$ cat config.mk
export PLATFORM = sky130hd
export DESIGN_NAME = arbitro_unidad_logica
export DESIGN_NICKNAME = d
export VERILOG_FILES = /design/src/rtl/arbitro_unidad_logica.sv
export SDC_FILE = /design/constraint.sdc
export NUM_CORES = 1
export LEC_CHECK = 0
export CAP_MARGIN = 10
export CORE_UTILIZATION = 49
export CTS_BUF_LIST = sky130_fd_sc_hd__clkbuf_16
export DETAILED_ROUTE_END_ITERATION = 7
export PLACE_DENSITY = 0.9
export SYNTH_ARGS = -nofsm -noshare
export SYNTH_HDL_FRONTEND = slang
export SYNTH_SLANG_ARGS = --single-unit
$ cat constraint.sdc
create_clock -name clk -period 2.5 [get_ports clk]
set_input_delay 0.375 -clock clk [delete_from_list [all_inputs] [get_ports clk]]
set_output_delay 0.375 -clock clk [all_outputs]
set_load 0.05 [all_outputs]
$ cat src/rtl/arbitro_unidad_logica.sv
// ---------------------------------------------------------------------------
// arbitro_unidad_logica
//   Lets REQS requesters share one combinational unidad_logica. A round-robin
//   arbiter accepts one request at a time. The winner's operands and 3-bit
//   ALUControl code are registered into the unit. The registered result is
//   returned on a single valid/ready response channel, tagged with the ID of
//   the requester that owns it.
//
//   Ports
//     clk, rst      clock; asynchronous active-high reset
//     req_valid     per-requester request strobe
//     req_ready     one-hot (or zero) accept, combinational in IDLE
//     numero1_i     packed operand A, slice i belongs to requester i
//     numero2_i     packed operand B
//     control_i     packed 3-bit ALUControl codes
//     resp_valid    response channel valid
//     resp_ready    response channel ready
//     resp_id       requester that owns the response
//     resultado     registered logic-unit result
//     resp_err      unsupported control code (110/111); resultado is 0
//     busy          arbiter is not idle
//     op_count      accepted operations, saturating
//
// unidad_logica
//   Purely combinational N-bit logic unit.
//     000 AND   001 OR   010 XOR   011 NOR   100 NAND   101 XNOR
//     110/111 unsupported, output 0
// ---------------------------------------------------------------------------

module unidad_logica #(
    parameter int N = 8
) (
    input  logic [N-1:0] numero1,
    input  logic [N-1:0] numero2,
    input  logic [2:0]   alu_control,
    output logic [N-1:0] resultado
);
    always_comb begin
        resultado = '0;
        case (alu_control)
            3'b000:  resultado = numero1 & numero2;
            3'b001:  resultado = numero1 | numero2;
            3'b010:  resultado = numero1 ^ numero2;
            3'b011:  resultado = ~(numero1 | numero2);
            3'b100:  resultado = ~(numero1 & numero2);
            3'b101:  resultado = ~(numero1 ^ numero2);
            default: resultado = '0;
        endcase
    end
endmodule

module arbitro_unidad_logica #(
    parameter  int N    = 8,
    parameter  int REQS = 2,
    localparam int IDW  = (REQS > 1) ? $clog2(REQS) : 1
) (
    input  logic              clk,
    input  logic              rst,
    input  logic [REQS-1:0]   req_valid,
    output logic [REQS-1:0]   req_ready,
    input  logic [REQS*N-1:0] numero1_i,
    input  logic [REQS*N-1:0] numero2_i,
    input  logic [REQS*3-1:0] control_i,
    output logic              resp_valid,
    input  logic              resp_ready,
    output logic [IDW-1:0]    resp_id,
    output logic [N-1:0]      resultado,
    output logic              resp_err,
    output logic              busy,
    output logic [15:0]       op_count
);
    typedef enum logic [1:0] {IDLE, EXEC, RESP} state_t;

    state_t         state_reg, state_next;
    logic [IDW-1:0] ptr_reg;
    logic [IDW-1:0] id_reg;
    logic [N-1:0]   a_reg, b_reg;
    logic [2:0]     ctrl_reg;
    logic [N-1:0]   resultado_reg;
    logic [IDW-1:0] resp_id_reg;
    logic           resp_err_reg;
    logic [15:0]    op_count_reg;

    logic [IDW-1:0] grant;
    logic           grant_found;
    logic           accept;
    logic [N-1:0]   alu_out;
    logic [N-1:0]   a_sel, b_sel;
    logic [2:0]     ctrl_sel;

    // Round-robin search starting at ptr_reg, wrapping modulo REQS.
    always_comb begin
        int idx;
        grant       = '0;
        grant_found = 1'b0;
        idx         = 0;
        for (int k = 0; k < REQS; k++) begin
            idx = int'(ptr_reg) + k;
            if (idx >= REQS) idx = idx - REQS;
            if (!grant_found && req_valid[idx]) begin
                grant_found = 1'b1;
                grant       = IDW'(idx);
            end
        end
    end

    assign accept = (state_reg == IDLE) && grant_found;

    assign a_sel    = numero1_i[int'(grant)*N +: N];
    assign b_sel    = numero2_i[int'(grant)*N +: N];
    assign ctrl_sel = control_i[int'(grant)*3 +: 3];

    // The accept strobe is suppressed while reset is held so that every
    // output reads zero for the whole reset interval.
    generate
        for (genvar gi = 0; gi < REQS; gi++) begin : g_ready
            assign req_ready[gi] = accept && !rst && (grant == IDW'(gi));
        end
    endgenerate

    always_comb begin
        state_next = state_reg;
        case (state_reg)
            IDLE:    if (accept) state_next = EXEC;
            EXEC:    state_next = RESP;
            RESP:    if (resp_ready) state_next = IDLE;
            default: state_next = IDLE;
        endcase
    end

    unidad_logica #(.N(N)) u_logica (
        .numero1     (a_reg),
        .numero2     (b_reg),
        .alu_control (ctrl_reg),
        .resultado   (alu_out)
    );

    always_ff @(posedge clk or posedge rst) begin
        if (rst) begin
            state_reg     <= IDLE;
            ptr_reg       <= '0;
            id_reg        <= '0;
            a_reg         <= '0;
            b_reg         <= '0;
            ctrl_reg      <= '0;
            resultado_reg <= '0;
            resp_id_reg   <= '0;
            resp_err_reg  <= 1'b0;
            op_count_reg  <= '0;
        end else begin
            state_reg <= state_next;
            if (accept) begin
                a_reg    <= a_sel;
                b_reg    <= b_sel;
                ctrl_reg <= ctrl_sel;
                id_reg   <= grant;
                if (op_count_reg != 16'hFFFF) op_count_reg <= op_count_reg + 16'd1;
            end
            if (state_reg == EXEC) begin
                resp_err_reg  <= (ctrl_reg[2:1] == 2'b11);
                resultado_reg <= (ctrl_reg[2:1] == 2'b11) ? '0 : alu_out;
                resp_id_reg   <= id_reg;
            end
            // Next search starts just past the requester that was served.
            if (state_reg == RESP && resp_ready) begin
                ptr_reg <= (id_reg == IDW'(REQS - 1)) ? '0 : id_reg + IDW'(1);
            end
        end
    end

    assign resp_valid = (state_reg == RESP);
    assign busy       = (state_reg != IDLE);
    assign resultado  = resultado_reg;
    assign resp_id    = resp_id_reg;
    assign resp_err   = resp_err_reg;
    assign op_count   = op_count_reg;
endmodule

* Word-level counts from Yosys, hierarchy flattened *
Index checks and enable logic that the tools add are counted.

operators by class
  $add $sub $neg = 5
  $mul = 1
  divide/modulo/power cells = 0
  magnitude comparators = 4
  equal/unequal tests = 11
  shift operators = 3
  muxes and demuxes = 18
  bitwise logic cells = 7
  reduce and logical (&&, ||, !) cells = 13

operators by type and width
  operator                                                                        count
  32-bit by 3-bit less-than comparator with 1-bit output (second input constant)  2
  32-bit 2-to-1 mux                                                               2
  8-bit one-hot mux with 6 select lines                                           1
  16-bit by 5-bit indexed part select with 8-bit output                           2
  8-bit inverter                                                                  3
  16-bit by 1-bit adder with 16-bit output (second input constant)                1
  16-bit != test (second input constant)                                          1
  1-bit 2-to-1 mux                                                                11
  8-bit bitwise AND                                                               1
  8-bit 2-to-1 mux                                                                1
  8-bit bitwise OR                                                                1
  8-bit bitwise XOR                                                               1
  3-bit by 2-bit equality test with 1-bit output (second input constant)          2
  3-bit equality test (second input constant)                                     2
  1-bit logical AND                                                               6
  2-bit one-hot mux with 3 select lines                                           1
  6-bit by 4-bit indexed part select with 3-bit output                            1
  2-bit equality test (second input constant)                                     2
  2-bit 2-to-1 mux                                                                2
  2-bit AND reduction                                                             2
  3-bit by 1-bit equality test with 1-bit output (second input constant)          1
  3-bit logical NOT                                                               1
  1-bit by 2-bit multiplier with 3-bit output (second input constant)             1
  1-bit by 2-bit subtractor with 3-bit output (second input constant)             1
  other kinds (12)                                                                13

word-level totals
  bits in registers = 49
  latch bits = 0
  RAM bits = 0
  bits in read-only memories = 0
  bits of input ports = 43
  output and inout port bits = 30
  word-level logic and storage cells = 72
  memories = 0

* Longest topological paths before layout *
  depth in word-level cells = 12
  gate-level depth with buffers = 7

* Cells and area by module *
From an unflattened synthesis, not the netlist that was laid out.

second synthesis, totals
  cells, all modules = 291
  area total of the unflattened synthesis = 2,897.8 um^2

by module, submodules not included
  module                 times used  cells an instance  area each (um^2)  sequential area each (um^2)
  arbitro_unidad_logica  1           201                2,207.1           1,226.2
  unidad_logica          1           90                 690.7             0.0

* Least setup slack after synthesis *
No wires, ideal clock.

  kind = reg2out
  from = register state_reg[0]
  to = output req_ready[1]
  arrival time = 2,422 ps
  data required time = 2,125 ps
  slack = -297 ps
  cell stages (with the launch flop) = 7
  cells stage by stage = dfrtp_1 or2_1 buf_6 or2_0 buf_2 clkbuf_1 nor3_1

on the way
  word-level cells in the longest chain between the ends = 4

RTL lines
  what                             line  text
  start, declared                  74    state_t state_reg, state_next;
  start signal, assigned           151   state_reg <= state_next;
  2-bit logical NOT                107   assign accept = (state_reg == IDLE) && grant_found;
  1-bit logical AND                107
  1-bit logical AND (2 in series)  117   assign req_ready[gi] = accept && !rst && (grant == IDW'(gi));
  end, declared                    60    output logic [REQS-1:0] req_ready,

No other way between the ends.

* Worst setup path in the final report *
  from = input req_valid[1]
  to = output req_ready[0]

on the way
  word-level cells in the longest chain between the ends = 10
  elaborated cells between the ends (all ways) = 16

RTL lines
  what                                                  line  text
  start, declared                                       59    input logic [REQS-1:0] req_valid,
  1-bit 2-to-1 mux (not written as such) (3 in series)  100   if (!grant_found && req_valid[idx]) begin
  1-bit 2-to-1 mux                                      100
  1-bit logical NOT                                     100
  1-bit logical AND                                     100
  1-bit 2-to-1 mux                                      100
  1-bit logical AND                                     107
  1-bit logical AND                                     117
  1-bit logical AND *                                   117

Mark *: on every way between the ends. The rest lies on a longest branch, timed or not. The select of a mux whose other input is x is not followed.

==> flow_summary.toml <==
[run_status]
status = "completed"

[critical_path]
r2r-end = "op_count[15]"
worstSetupPathType = "input port to output pin"
worst-endpoint-arrival_ns = 1.91
reg2regPathDepth = 4
cp-start-kind = "input port"
reg2reg_setup_slack_ns = 0.39
r2r_start = "op_count[2]"
worstSetupEndpointType = "output pin"
path_max_fanout = 7
critPathRequiredTime_ns = 2.12

[drt]
drc_errors = 0
drt_pass1_iterations = 4
drtAntennaViolNets = 0
routed_via_density = 5.51
post_drt_wl_per_cell_um = 14.9
vias = 2440
routed_wl_um = 6610
drtIter0Drc = 121

[floorplanning]
die_y_um = 78.7
floorplan.initialDensity_pct = 51.7
io_pins = 73
core-area_mm2 = 0.00557
die_w_um = 78.7
rows = 27
dieArea_mm2 = 0.00620

[run]
drv_cap = 0

[sta]
setup_viol_count_final = 0
fin_skew_ns = 0.00412
max_freq_ghz = 0.438
tns_ns = 0
slew_headroom_pct = 40.6
drv_slew = 0
worst_slew_pin_slew_ns = 0.883
hold_viol = 0
min_period_ns = 2.28
rsz0062_at_grt = "no"
period_share_pct = 91.2

[clock_network]
post_cts_buffers = 0
cts_tree = "built"
cts_sinks = 49
clk_pin_slew_ns = 0.06
ctsResizeCount = 0
cts_max_level = 2
cts_max_path_buffers = 2
worstSkewPairLatency_ns = 0.28
hold_buffers = 0
cts_inserted_buffers = 5
clk_root_buffer_cell = "clkbuf_16"

[layout]
final_nets = 431
layoutNonFillerInstCount = 443
num_antenna_cells = 0
fin_area_mm2 = 0.00382
area_delta_synth_final_pct = 32.5
largest_reg_flops = 16
drive_gt1_share_pct = 6.74

[pwr]
max-vdd-ir-drop_v = 0.000766
power_density_mw_per_mm2 = 1260
p_leak_uw = 0.00176

[yosys]
syn-instance-count = 303
synth_cell_type_count = 38
synth_fp_nets = 363
postSynth.asyncResetShare_pct = 100
yosysSeqAreaShare_pct = 42.5
syn_avg_cell_area_um2 = 9.52
synth-edff-count = 0
ys.flop_type = "dfrtp_1"
syn_area_mm2 = 0.00288
yosysWarnings = 0
ys_ff_latch = 49

[grt]
grt_max_degree = 50
grt_pass1_wl_um = 11000
grt_overflow = 0
grt_pass1_vias = 2442
grt_use_total_pct = 22.9
antenna_found_initial = 0

[placed_design]
placed_cells = 436
placed_area_mm2 = 0.00369
place.gp.congestion = 0.839
dp_hpwl_um = 4870
portBuffers = 72

[hold_path]
min_path_type = "flip-flop to flip-flop"
holdPathStages = 2
worst_hold_path.endpoint = "resp_err"
worstHoldStart = "resp_err"
[area by class of cell]
| class | count | area (µm²) |
|---|---|---|
| inverter | 22 | 82.6 |
| multi-input combinational | 216 | 1510 |
| fill | 428 | 1750 |
| sequential | 49 | 1230 |
| tap | 72 | 90.1 |
| clock inverter | 2 | 7.51 |
| clock buffer | 5 | 125 |
| timing repair buffer | 77 | 778 |
[cell usage after synthesis (2+ instances only)]
cell | n | area [µm²]
xnor2_1 | 3 | 26.3
nor2_1 | 20 | 75.1
nor4_1 | 3 | 18.8
dfrtp_1 | 49 | 1230
a221oi_1 | 8 | 70.1
clkbuf_1 | 9 | 33.8
or3_4 | 2 | 22.5
and3_1 | 3 | 18.8
nor2b_1 | 2 | 12.5
nor3_1 | 7 | 35.0
nand2b_1 | 2 | 12.5
mux2_2 | 2 | 22.5
ha_1 | 17 | 213
nand3_1 | 8 | 40.0
a21oi_1 | 11 | 55.1
buf_1 | 2 | 7.51
mux2i_1 | 36 | 360
buf_2 | 4 | 20.0
inv_1 | 22 | 82.6
o21ai_0 | 31 | 155
nand2_1 | 36 | 135
nand4_1 | 3 | 18.8
xor2_1 | 8 | 70.1
[cell families after synthesis]
| group | count (synthesis) | share of synthesized area (%) |
|---|---|---|
| AOI/OAI and AO/OA | 53 | 10.5 |
| muxes | 38 | 13.3 |
| xor gates and xnor gates | 12 | 3.90 |
| buffers and inverters | 38 | 5.38 |
| and+or+nand+nor | 96 | 17.1 |
| adders and majority gates | 17 | 7.38 |
| DFF | 49 | 42.5 |
[power by group]
part | leakage, µW | switching [µW] | internal, µW
combinational | 0.00109 | 1690 | 1050
sequential | 0.000599 | 320 | 1130
clock | 0.0000685 | 261 | 358
total | 0.00176 | 2270 | 2540
[stage by stage]
step	utilization, %	power (µW)	hold slack, ns	setup WS [ns]
after floorplan	-	3380	0.448	0.0875
after global placement	66.2	4000	0.464	0.297
after detailed placement	66.2	4180	0.469	0.252
after CTS	68.6	4820	0.482	0.236
after global routing	68.6	5140	0.527	0.134
final	68.6	4810	0.478	0.219
[worst max-delay path: stages]
cell	delay (ns)
clkdlybuf4s50_1	0.44
nor2_1	0.28
or2_1	0.35
inv_1	0.09
and3_1	0.18
buf_4	0.18
[layout by cell type (no fill, tap or decap), types with 3 or more instances in the layout]
cell,netlist,routed
a221oi_1,8,8
nor3_1,7,6
mux2i_1,36,36
xor2_1,8,8
and3_1,3,3
a21oi_1,11,11
nor4_1,3,3
xnor2_1,3,3
dfrtp_1,49,49
ha_1,17,17
nand4_1,3,3
buf_4,0,5
nor2_1,20,20
o21ai_0,31,31
clkdlybuf4s50_1,0,70
clkbuf_16,0,5
nand2_1,36,36
inv_1,22,22
nand3_1,8,8
[layer usage]
layer | up-vias | global-route usage (%) | part of all wire [%]
met4 | 0 | 9.44 | 1.9
li1 | 1186 | - | -
met5 | - | 0 | 0
met1 | 1169 | 28.8 | 43
met3 | 14 | 4.25 | 3.9
met2 | 71 | 38.7 | 51
[worst max path at each step]
stage / cells past startpoint / from / to / slack, ns
final: 6 / req_valid[1] / req_ready[0] / 0.22
after CTS: 6 / req_valid[1] / req_ready[0] / 0.24
after detailed placement: 6 / req_valid[1] / req_ready[0] / 0.25
after global placement: 6 / req_valid[1] / req_ready[0] / 0.30
after floorplan: 2 / rst / req_ready[0] / 0.09
after global routing: 6 / req_valid[1] / req_ready[0] / 0.13
Note: power is estimated with default switching activity, not from simulation.
